File: config.mk
export PLATFORM = sky130hd
export DESIGN_NAME = sram_port0_master_flat
export DESIGN_NICKNAME = d
export VERILOG_FILES = /design/src/rtl/sram_port0_master_if.sv /design/src/rtl/sram_port0_master.sv /design/src/flat_wrapper.sv
export SDC_FILE = /design/constraint.sdc
export NUM_CORES = 1
export LEC_CHECK = 0
export BUFFER_PORTS_ARGS = -buffer_cell sky130_fd_sc_hd__buf_2
export CAP_MARGIN = 20
export CORE_UTILIZATION = 53
export CTS_CLUSTER_DIAMETER = 30
export DETAILED_ROUTE_END_ITERATION = 7
export PLACE_DENSITY_LB_ADDON = 0.3
export SYNTH_ARGS = -nofsm -noshare
export SYNTH_HDL_FRONTEND = slang
export SYNTH_SLANG_ARGS = --single-unit
File: constraint.sdc
create_clock -name clk0 -period 7.1 [get_ports clk0]
set_clock_uncertainty 0.15 [all_clocks]
set_input_delay 0.355 -clock clk0 [delete_from_list [all_inputs] [get_ports clk0]]
set_output_delay 0.355 -clock clk0 [all_outputs]
set_load 0.05 [all_outputs]
File: src/rtl/sram_port0_master_if.sv
// Bundle of command, write-stream, read-stream, status and SRAM macro pins
// between the layer datapath and one OpenRAM single-port macro.
interface sram_port0_master_if #(
    parameter int DATA_WIDTH = 16,
    parameter int ADDR_WIDTH = 4
);
    logic                  cmd_valid;
    logic                  cmd_ready;
    logic                  cmd_write;
    logic [ADDR_WIDTH-1:0] cmd_addr;
    logic [ADDR_WIDTH-1:0] cmd_len;
    logic                  wr_valid;
    logic                  wr_ready;
    logic [DATA_WIDTH-1:0] wr_data;
    logic                  rd_valid;
    logic                  rd_ready;
    logic [DATA_WIDTH-1:0] rd_data;
    logic                  rd_last;
    logic                  busy;
    logic                  csb0;
    logic                  web0;
    logic [ADDR_WIDTH-1:0] addr0;
    logic [DATA_WIDTH-1:0] din0;
    logic [DATA_WIDTH-1:0] dout0;

    modport master (
        input  cmd_valid, cmd_write, cmd_addr, cmd_len, wr_valid, wr_data, rd_ready, dout0,
        output cmd_ready, wr_ready, rd_valid, rd_data, rd_last, busy, csb0, web0, addr0, din0
    );

    modport slave (
        output cmd_valid, cmd_write, cmd_addr, cmd_len, wr_valid, wr_data, rd_ready, dout0,
        input  cmd_ready, wr_ready, rd_valid, rd_data, rd_last, busy, csb0, web0, addr0, din0
    );
endinterface

File: src/rtl/sram_port0_master.sv
// Turns burst commands into per-word OpenRAM port-0 accesses; write words come from a
// valid/ready stream and read words return through a 2-entry credit-managed FIFO.
module sram_port0_master #(
    parameter int DATA_WIDTH = 16,
    parameter int ADDR_WIDTH = 4
) (
    input logic                  clk0,
    input logic                  rst0,
    sram_port0_master_if.master  bus
);
    localparam logic [1:0] ST_IDLE  = 2'd0;
    localparam logic [1:0] ST_WRITE = 2'd1;
    localparam logic [1:0] ST_READ  = 2'd2;

    logic [1:0]            state_q, state_d;
    logic [ADDR_WIDTH-1:0] base_q, base_d;
    logic [ADDR_WIDTH-1:0] len_q, len_d;
    logic [ADDR_WIDTH:0]   beat_q, beat_d;
    logic                  inflight_q;
    logic                  inflight_last_q;
    logic [DATA_WIDTH-1:0] fifo_data_q [2];
    logic                  fifo_last_q [2];
    logic                  fifo_wptr_q;
    logic                  fifo_rptr_q;
    logic [1:0]            fifo_count_q;

    logic                  cmd_fire_s;
    logic                  wr_fire_s;
    logic                  rd_issue_s;
    logic                  beat_is_last_s;
    logic [ADDR_WIDTH-1:0] beat_addr_s;
    logic                  fifo_nonempty_s;
    logic                  pop_s;
    logic [2:0]            occupancy_s;

    // Handshakes and credit check; a word leaving the FIFO this cycle frees its slot
    // in time for the capture two edges later, which keeps reads at one word per cycle.
    always_comb begin
        fifo_nonempty_s = (fifo_count_q != 2'd0);
        pop_s           = fifo_nonempty_s && bus.rd_ready;
        occupancy_s     = {1'b0, fifo_count_q} + {2'b00, inflight_q};
        cmd_fire_s      = (state_q == ST_IDLE) && bus.cmd_valid;
        wr_fire_s       = (state_q == ST_WRITE) && bus.wr_valid;
        rd_issue_s      = (state_q == ST_READ) && ((occupancy_s - {2'b00, pop_s}) < 3'd2);
        beat_is_last_s  = (beat_q == {1'b0, len_q});
        beat_addr_s     = base_q + beat_q[ADDR_WIDTH-1:0];
    end

    // Next-state logic for the burst sequencer.
    always_comb begin
        state_d = state_q;
        base_d  = base_q;
        len_d   = len_q;
        beat_d  = beat_q;
        case (state_q)
            ST_IDLE: begin
                if (cmd_fire_s) begin
                    base_d  = bus.cmd_addr;
                    len_d   = bus.cmd_len;
                    beat_d  = {(ADDR_WIDTH+1){1'b0}};
                    state_d = bus.cmd_write ? ST_WRITE : ST_READ;
                end else begin
                    state_d = ST_IDLE;
                end
            end
            ST_WRITE: begin
                if (wr_fire_s) begin
                    beat_d  = beat_q + (ADDR_WIDTH+1)'(1);
                    state_d = beat_is_last_s ? ST_IDLE : ST_WRITE;
                end else begin
                    state_d = ST_WRITE;
                end
            end
            ST_READ: begin
                if (rd_issue_s) begin
                    beat_d  = beat_q + (ADDR_WIDTH+1)'(1);
                    state_d = beat_is_last_s ? ST_IDLE : ST_READ;
                end else begin
                    state_d = ST_READ;
                end
            end
            default: begin
                state_d = ST_IDLE;
            end
        endcase
    end

    // Stream, status and macro pins; the macro samples these at the edge ending the cycle.
    always_comb begin
        bus.cmd_ready = (state_q == ST_IDLE);
        bus.wr_ready  = (state_q == ST_WRITE);
        bus.rd_valid  = fifo_nonempty_s;
        bus.rd_data   = fifo_data_q[fifo_rptr_q];
        bus.rd_last   = fifo_last_q[fifo_rptr_q];
        bus.busy      = (state_q != ST_IDLE) || inflight_q || fifo_nonempty_s;
        bus.csb0      = !(wr_fire_s || rd_issue_s);
        bus.web0      = !wr_fire_s;
        if (wr_fire_s || rd_issue_s) begin
            bus.addr0 = beat_addr_s;
        end else begin
            bus.addr0 = {ADDR_WIDTH{1'b0}};
        end
        if (wr_fire_s) begin
            bus.din0 = bus.wr_data;
        end else begin
            bus.din0 = {DATA_WIDTH{1'b0}};
        end
    end

    // Sequencer state, capture pipe and FIFO pointers.
    always_ff @(posedge clk0) begin
        if (rst0) begin
            state_q         <= ST_IDLE;
            base_q          <= {ADDR_WIDTH{1'b0}};
            len_q           <= {ADDR_WIDTH{1'b0}};
            beat_q          <= {(ADDR_WIDTH+1){1'b0}};
            inflight_q      <= 1'b0;
            inflight_last_q <= 1'b0;
            fifo_wptr_q     <= 1'b0;
            fifo_rptr_q     <= 1'b0;
            fifo_count_q    <= 2'd0;
        end else begin
            state_q         <= state_d;
            base_q          <= base_d;
            len_q           <= len_d;
            beat_q          <= beat_d;
            inflight_q      <= rd_issue_s;
            inflight_last_q <= rd_issue_s && beat_is_last_s;
            if (inflight_q) begin
                fifo_wptr_q <= ~fifo_wptr_q;
            end else begin
                fifo_wptr_q <= fifo_wptr_q;
            end
            if (pop_s) begin
                fifo_rptr_q <= ~fifo_rptr_q;
            end else begin
                fifo_rptr_q <= fifo_rptr_q;
            end
            case ({inflight_q, pop_s})
                2'b10:   fifo_count_q <= fifo_count_q + 2'd1;
                2'b01:   fifo_count_q <= fifo_count_q - 2'd1;
                default: fifo_count_q <= fifo_count_q;
            endcase
        end
    end

    // dout0 is only valid at the edge ending the cycle after issue, which is when inflight_q is set.
    always_ff @(posedge clk0) begin
        if (!rst0 && inflight_q) begin
            fifo_data_q[fifo_wptr_q] <= bus.dout0;
            fifo_last_q[fifo_wptr_q] <= inflight_last_q;
        end else begin
            fifo_data_q[fifo_wptr_q] <= fifo_data_q[fifo_wptr_q];
            fifo_last_q[fifo_wptr_q] <= fifo_last_q[fifo_wptr_q];
        end
    end
endmodule
File: src/flat_wrapper.sv
// flat-port wrapper written by rule: the top's interface ports become plain ports
module sram_port0_master_flat 
#(
    parameter int DATA_WIDTH = 16,
    parameter int ADDR_WIDTH = 4
)
  (clk0, rst0, bus_cmd_valid, bus_cmd_write, bus_cmd_addr, bus_cmd_len, bus_wr_valid, bus_wr_data, bus_rd_ready, bus_dout0, bus_cmd_ready, bus_wr_ready, bus_rd_valid, bus_rd_data, bus_rd_last, bus_busy, bus_csb0, bus_web0, bus_addr0, bus_din0);
  sram_port0_master_if #(.DATA_WIDTH(DATA_WIDTH), .ADDR_WIDTH(ADDR_WIDTH)) bus_i ();
  input logic clk0;
  input logic rst0;
  input wire logic [$bits(bus_i.cmd_valid)-1:0] bus_cmd_valid;
  input wire logic [$bits(bus_i.cmd_write)-1:0] bus_cmd_write;
  input wire logic [$bits(bus_i.cmd_addr)-1:0] bus_cmd_addr;
  input wire logic [$bits(bus_i.cmd_len)-1:0] bus_cmd_len;
  input wire logic [$bits(bus_i.wr_valid)-1:0] bus_wr_valid;
  input wire logic [$bits(bus_i.wr_data)-1:0] bus_wr_data;
  input wire logic [$bits(bus_i.rd_ready)-1:0] bus_rd_ready;
  input wire logic [$bits(bus_i.dout0)-1:0] bus_dout0;
  output wire logic [$bits(bus_i.cmd_ready)-1:0] bus_cmd_ready;
  output wire logic [$bits(bus_i.wr_ready)-1:0] bus_wr_ready;
  output wire logic [$bits(bus_i.rd_valid)-1:0] bus_rd_valid;
  output wire logic [$bits(bus_i.rd_data)-1:0] bus_rd_data;
  output wire logic [$bits(bus_i.rd_last)-1:0] bus_rd_last;
  output wire logic [$bits(bus_i.busy)-1:0] bus_busy;
  output wire logic [$bits(bus_i.csb0)-1:0] bus_csb0;
  output wire logic [$bits(bus_i.web0)-1:0] bus_web0;
  output wire logic [$bits(bus_i.addr0)-1:0] bus_addr0;
  output wire logic [$bits(bus_i.din0)-1:0] bus_din0;
  assign bus_i.cmd_valid = bus_cmd_valid;
  assign bus_i.cmd_write = bus_cmd_write;
  assign bus_i.cmd_addr = bus_cmd_addr;
  assign bus_i.cmd_len = bus_cmd_len;
  assign bus_i.wr_valid = bus_wr_valid;
  assign bus_i.wr_data = bus_wr_data;
  assign bus_i.rd_ready = bus_rd_ready;
  assign bus_i.dout0 = bus_dout0;
  assign bus_cmd_ready = bus_i.cmd_ready;
  assign bus_wr_ready = bus_i.wr_ready;
  assign bus_rd_valid = bus_i.rd_valid;
  assign bus_rd_data = bus_i.rd_data;
  assign bus_rd_last = bus_i.rd_last;
  assign bus_busy = bus_i.busy;
  assign bus_csb0 = bus_i.csb0;
  assign bus_web0 = bus_i.web0;
  assign bus_addr0 = bus_i.addr0;
  assign bus_din0 = bus_i.din0;
  sram_port0_master #(.DATA_WIDTH(DATA_WIDTH), .ADDR_WIDTH(ADDR_WIDTH)) u_core (.clk0(clk0), .rst0(rst0), .bus(bus_i));
endmodule
==> summary.log <==
[timing] worst hold-check slack 0.0750 ns
[cts] Post-CTS Resized 0
[drt] vias after detailed routing 1892
[outcome] status finished, violations left
[drt] Pre-antenna DRT Iters 8
[synthesis] number of different library cells in the post-synthesis netlist 35
[min_path] Hold Crit Class input port to flip-flop
[drt] Avg WL per Cell 13.4 um
[power] Pwr per Cell Area 203 nW/um^2
[global_routing] number of global-route vias before repair 1786
[synthesis] #FFs+latches synth 56
[critical_path] kind of end point of the critical path output port
[timing] Pins Over Slew Limit 0
[cells_and_area] FF/Latch Area 1460 sq um
[critical_path] delay contributed by the slowest stage of the critical path 0.42 ns
[global_routing] wire length of the first global-routing pass 7.53 mm
[cells_and_area] share of layout cells above drive strength 1 39.9%
[min_path] end point of the most critical hold path u_core.fifo_data_q[1][12]
[power] Static Leak 1.42 nW
[timing] shortest period the worst path allows 3.11 ns
[min_path] start point of the worst min-delay path bus_dout0[12]
[drt] number of remaining DRC errors 1
[min_path] Hold Path Cell Cnt 1
[timing] share of the clock period used by the worst path 43.9%
[outcome] violations in the final reports design-rule violations
[synthesis] count of synthesis-stage warnings from yosys 0
[critical_path] library cell contributing the largest single delay on the critical path fa_1
[critical_path] launching element type of the critical path flip-flop
[critical_path] cell family with most CP delay simple AND/OR/NAND/NOR gates
[cells_and_area] synthesis-to-finish area growth 22.0%
[synthesis] most common flop cell mapped by yosys edfxtp_1
[cts] post-CTS clock slew at the launch and capture registers of the worst setup and hold paths 0.10 ns
[synthesis] post-synthesis async set-or-reset flop share 0%
[drt] DR vias/cell 5.26
[drt] ANT nets after route 0
[synthesis] gate count after technology mapping 219
[critical_path] critical path arrival 2.61 ns
[cts] Hold Buf Count CTS 0
[timing] setup tns final 0 ns
[drt] wire length reported by the detailed router 4.83 mm
[global_routing] initial antenna violation count 0
[cells_and_area] most common cell after layout, fill and taps aside buf_2
[floorplanning] Starting Density 54.9%
[power] highest ir drop seen on vdd 88.8 uV
[cts] clock root cell clkbuf_8
[place] Port Buffer Count 88
[synthesis] post-synth design cell area 2580 sq um
[critical_path] startpoint of the worst-slack reg-to-reg timing path u_core.fifo_count_q[1]
[global_routing] M1 GR Usage 21.8%
[synthesis] Post-synth EDFFs 34
[global_routing] aggregate global routing overflow 0
[critical_path] depth of the worst register-to-register path 8
[timing] final setup margin 3.99 ns
[place] setup slack after placement 4.34 ns
[timing] relative max-transition margin 47.8%
[floorplanning] std cell rows 25
[global_routing] met3 GRT Util 4.92%
[timing] final-report setup violation count 0
[timing] highest attainable clock frequency 321 MHz
[critical_path] crit path kind flip-flop to output port
[timing] Worst Tran Pin Value 0.783 ns
[critical_path] endpoint of the lowest-slack register-to-register path u_core.beat_q[2]
[cells_and_area] top library cells by usage in the layout, fill and taps aside buf_2, edfxtp_1, nand2_1, dfxtp_1, and3_1
[cells_and_area] number of nets in the final layout 361
[floorplanning] Total Die Area 5150 sq um
[place] HPWL after detailed placement 3.57 mm
[timing] unrepaired setup endpoints after global routing no
[cts] maximum buffer depth of the clock tree 2
[global_routing] global route hottest layer met2
[critical_path] R2R setup slack 4.65 ns
[cells_and_area] Fillers 354
[global_routing] overall fraction of global-route tracks in use 19.0%
[floorplanning] ports placed on the boundary 89
[cells_and_area] multi-input gate area in the final layout 1040 sq um
[floorplanning] vertical extent of the die 71.7 um
[synthesis] sequential cell area fraction in the yosys report 56.7%
[floorplanning] total core area 4690 sq um
[critical_path] maximum fanout along the worst path 7
[synthesis] total nets after synthesis 275
[cells_and_area] Util after Layout 67.0%
[synthesis] mean instance size in the synthesized netlist 11.8 sq um
[cts] TritonCTS Buffers 5
[cts] number of sinks on the clock net 56
[floorplanning] Die Width 71.7 um
[global_routing] largest net degree at the start of global routing 24
[global_routing] GR Layer Usage met2 33.5%
[cts] CTS tree yes
[cts] maximum level of the CTS H-tree 2
[cts] clock latency reported for the late side of the worst-skew pair 0.31 ns
[critical_path] Critical Path RT 6.59 ns
[drt] Starting DRT DRC Count 79
[critical_path] crit-path cells or2_2 -> nand2_1 -> nor2_1 -> fa_1 -> xnor2_1 -> and2_1 -> a21boi_2 -> buf_2
[place] global placer's final weighted congestion 0.837
[timing] final count of hold timing violations 0
[critical_path] total buffers and inverters traversed by the critical path 1
[flow_run] number of maximum-capacitance constraint violations 0
[cells_and_area] n_diodes 0
[cts] buffers inserted by post-CTS timing repair 0
power breakdown:
part           internal (W)  switching (W)
Sequential         0.000352     0.00000642
Combinational     0.0000372      0.0000718
Clock             0.0000702       0.000102
Total              0.000459       0.000180
cell type report:
class                   instances  share of cell area, %
flip-flops and latches         56                   46.5
inverters                       9                   1.07
clock inverters                 3                  0.676
repair buffers                 89                   14.2
clock buffers                   5                   2.19
well taps                      54                   2.15
multi-input cells             144                   33.2
worst reg2reg max path, cell delays in order, from the launching register on:
cell and delay [ns]:
dfxtp_1 0.41, or2_2 0.33, nand2_1 0.11, nor2_1 0.07, fa_1 0.42, xnor2_1 0.16, a21bo_4 0.26, and3_4 0.20
a41o_1 0.24
metrics by stage:
step | power, W | instance area [sq um] | instances
5_1_grt | 0.000663 | 3150 | 360
2_1_floorplan | 0.000444 | 2580 | 219
3_3_place_gp | 0.000472 | 3060 | 352
4_1_cts | 0.000645 | 3150 | 360
3_5_place_dp | 0.000475 | 3060 | 352
6_report | 0.000639 | 3150 | 360
worst max path at each step:
stage               slack, ns           end  cells past startpoint                    from
floorplan                3.84  bus_addr0[0]                      8  u_core.fifo_count_q[1]
global placement         4.44      bus_csb0                      8  u_core.fifo_count_q[1]
detailed placement       4.34      bus_csb0                      8  u_core.fifo_count_q[1]
CTS                      3.99      bus_csb0                      8  u_core.fifo_count_q[1]
global route             3.86      bus_csb0                      8  u_core.fifo_count_q[1]
finish                   3.99      bus_csb0                      8  u_core.fifo_count_q[1]
sequential cells by signal, summed over array words and instances (netlist names), named ones only:
register,count
u_core.base_q,4
u_core.beat_q,5
u_core.fifo_count_q,2
u_core.fifo_data_q,32
u_core.fifo_last_q,2
u_core.fifo_rptr_q,1
u_core.fifo_wptr_q,1
u_core.inflight_last_q,1
u_core.inflight_q,1
u_core.len_q,4
u_core.state_q,2
Yosys cell counts, drive strengths merged (7+ instances only):
library cell | count | area, sq um
nand2 | 25 | 93.8
dfxtp | 22 | 440
a21oi | 13 | 65.1
edfxtp | 34 | 1020
and3 | 19 | 124
ha | 8 | 100
nor2 | 12 | 45.0
clkbuf | 8 | 30.0
mux2 | 17 | 191
xnor2 | 7 | 61.3
inv | 9 | 33.8
per-layer routing:
| layer | vias to the layer above | routed length [um] |
|---|---|---|
| met2 | 65 | 2360 |
| met1 | 876 | 2110 |
| met4 | 0 | 70 |
| met5 | - | 0 |
| li1 | 946 | - |
| met3 | 5 | 286 |
kinds of logic after synthesis:
group                    count (synthesis)  synth area share [%]
flip-flops                              56                  56.7
AO/OA/AOI/OAI                           28                  8.30
AND/OR/NAND/NOR                         77                  15.1
buffers and inverters                   19                  2.96
multiplexers                            17                  7.43
XOR/XNOR                                12                  4.08
adder cells (fa/ha/maj)                 10                  5.44
Power figures use the tool's default switching activity.
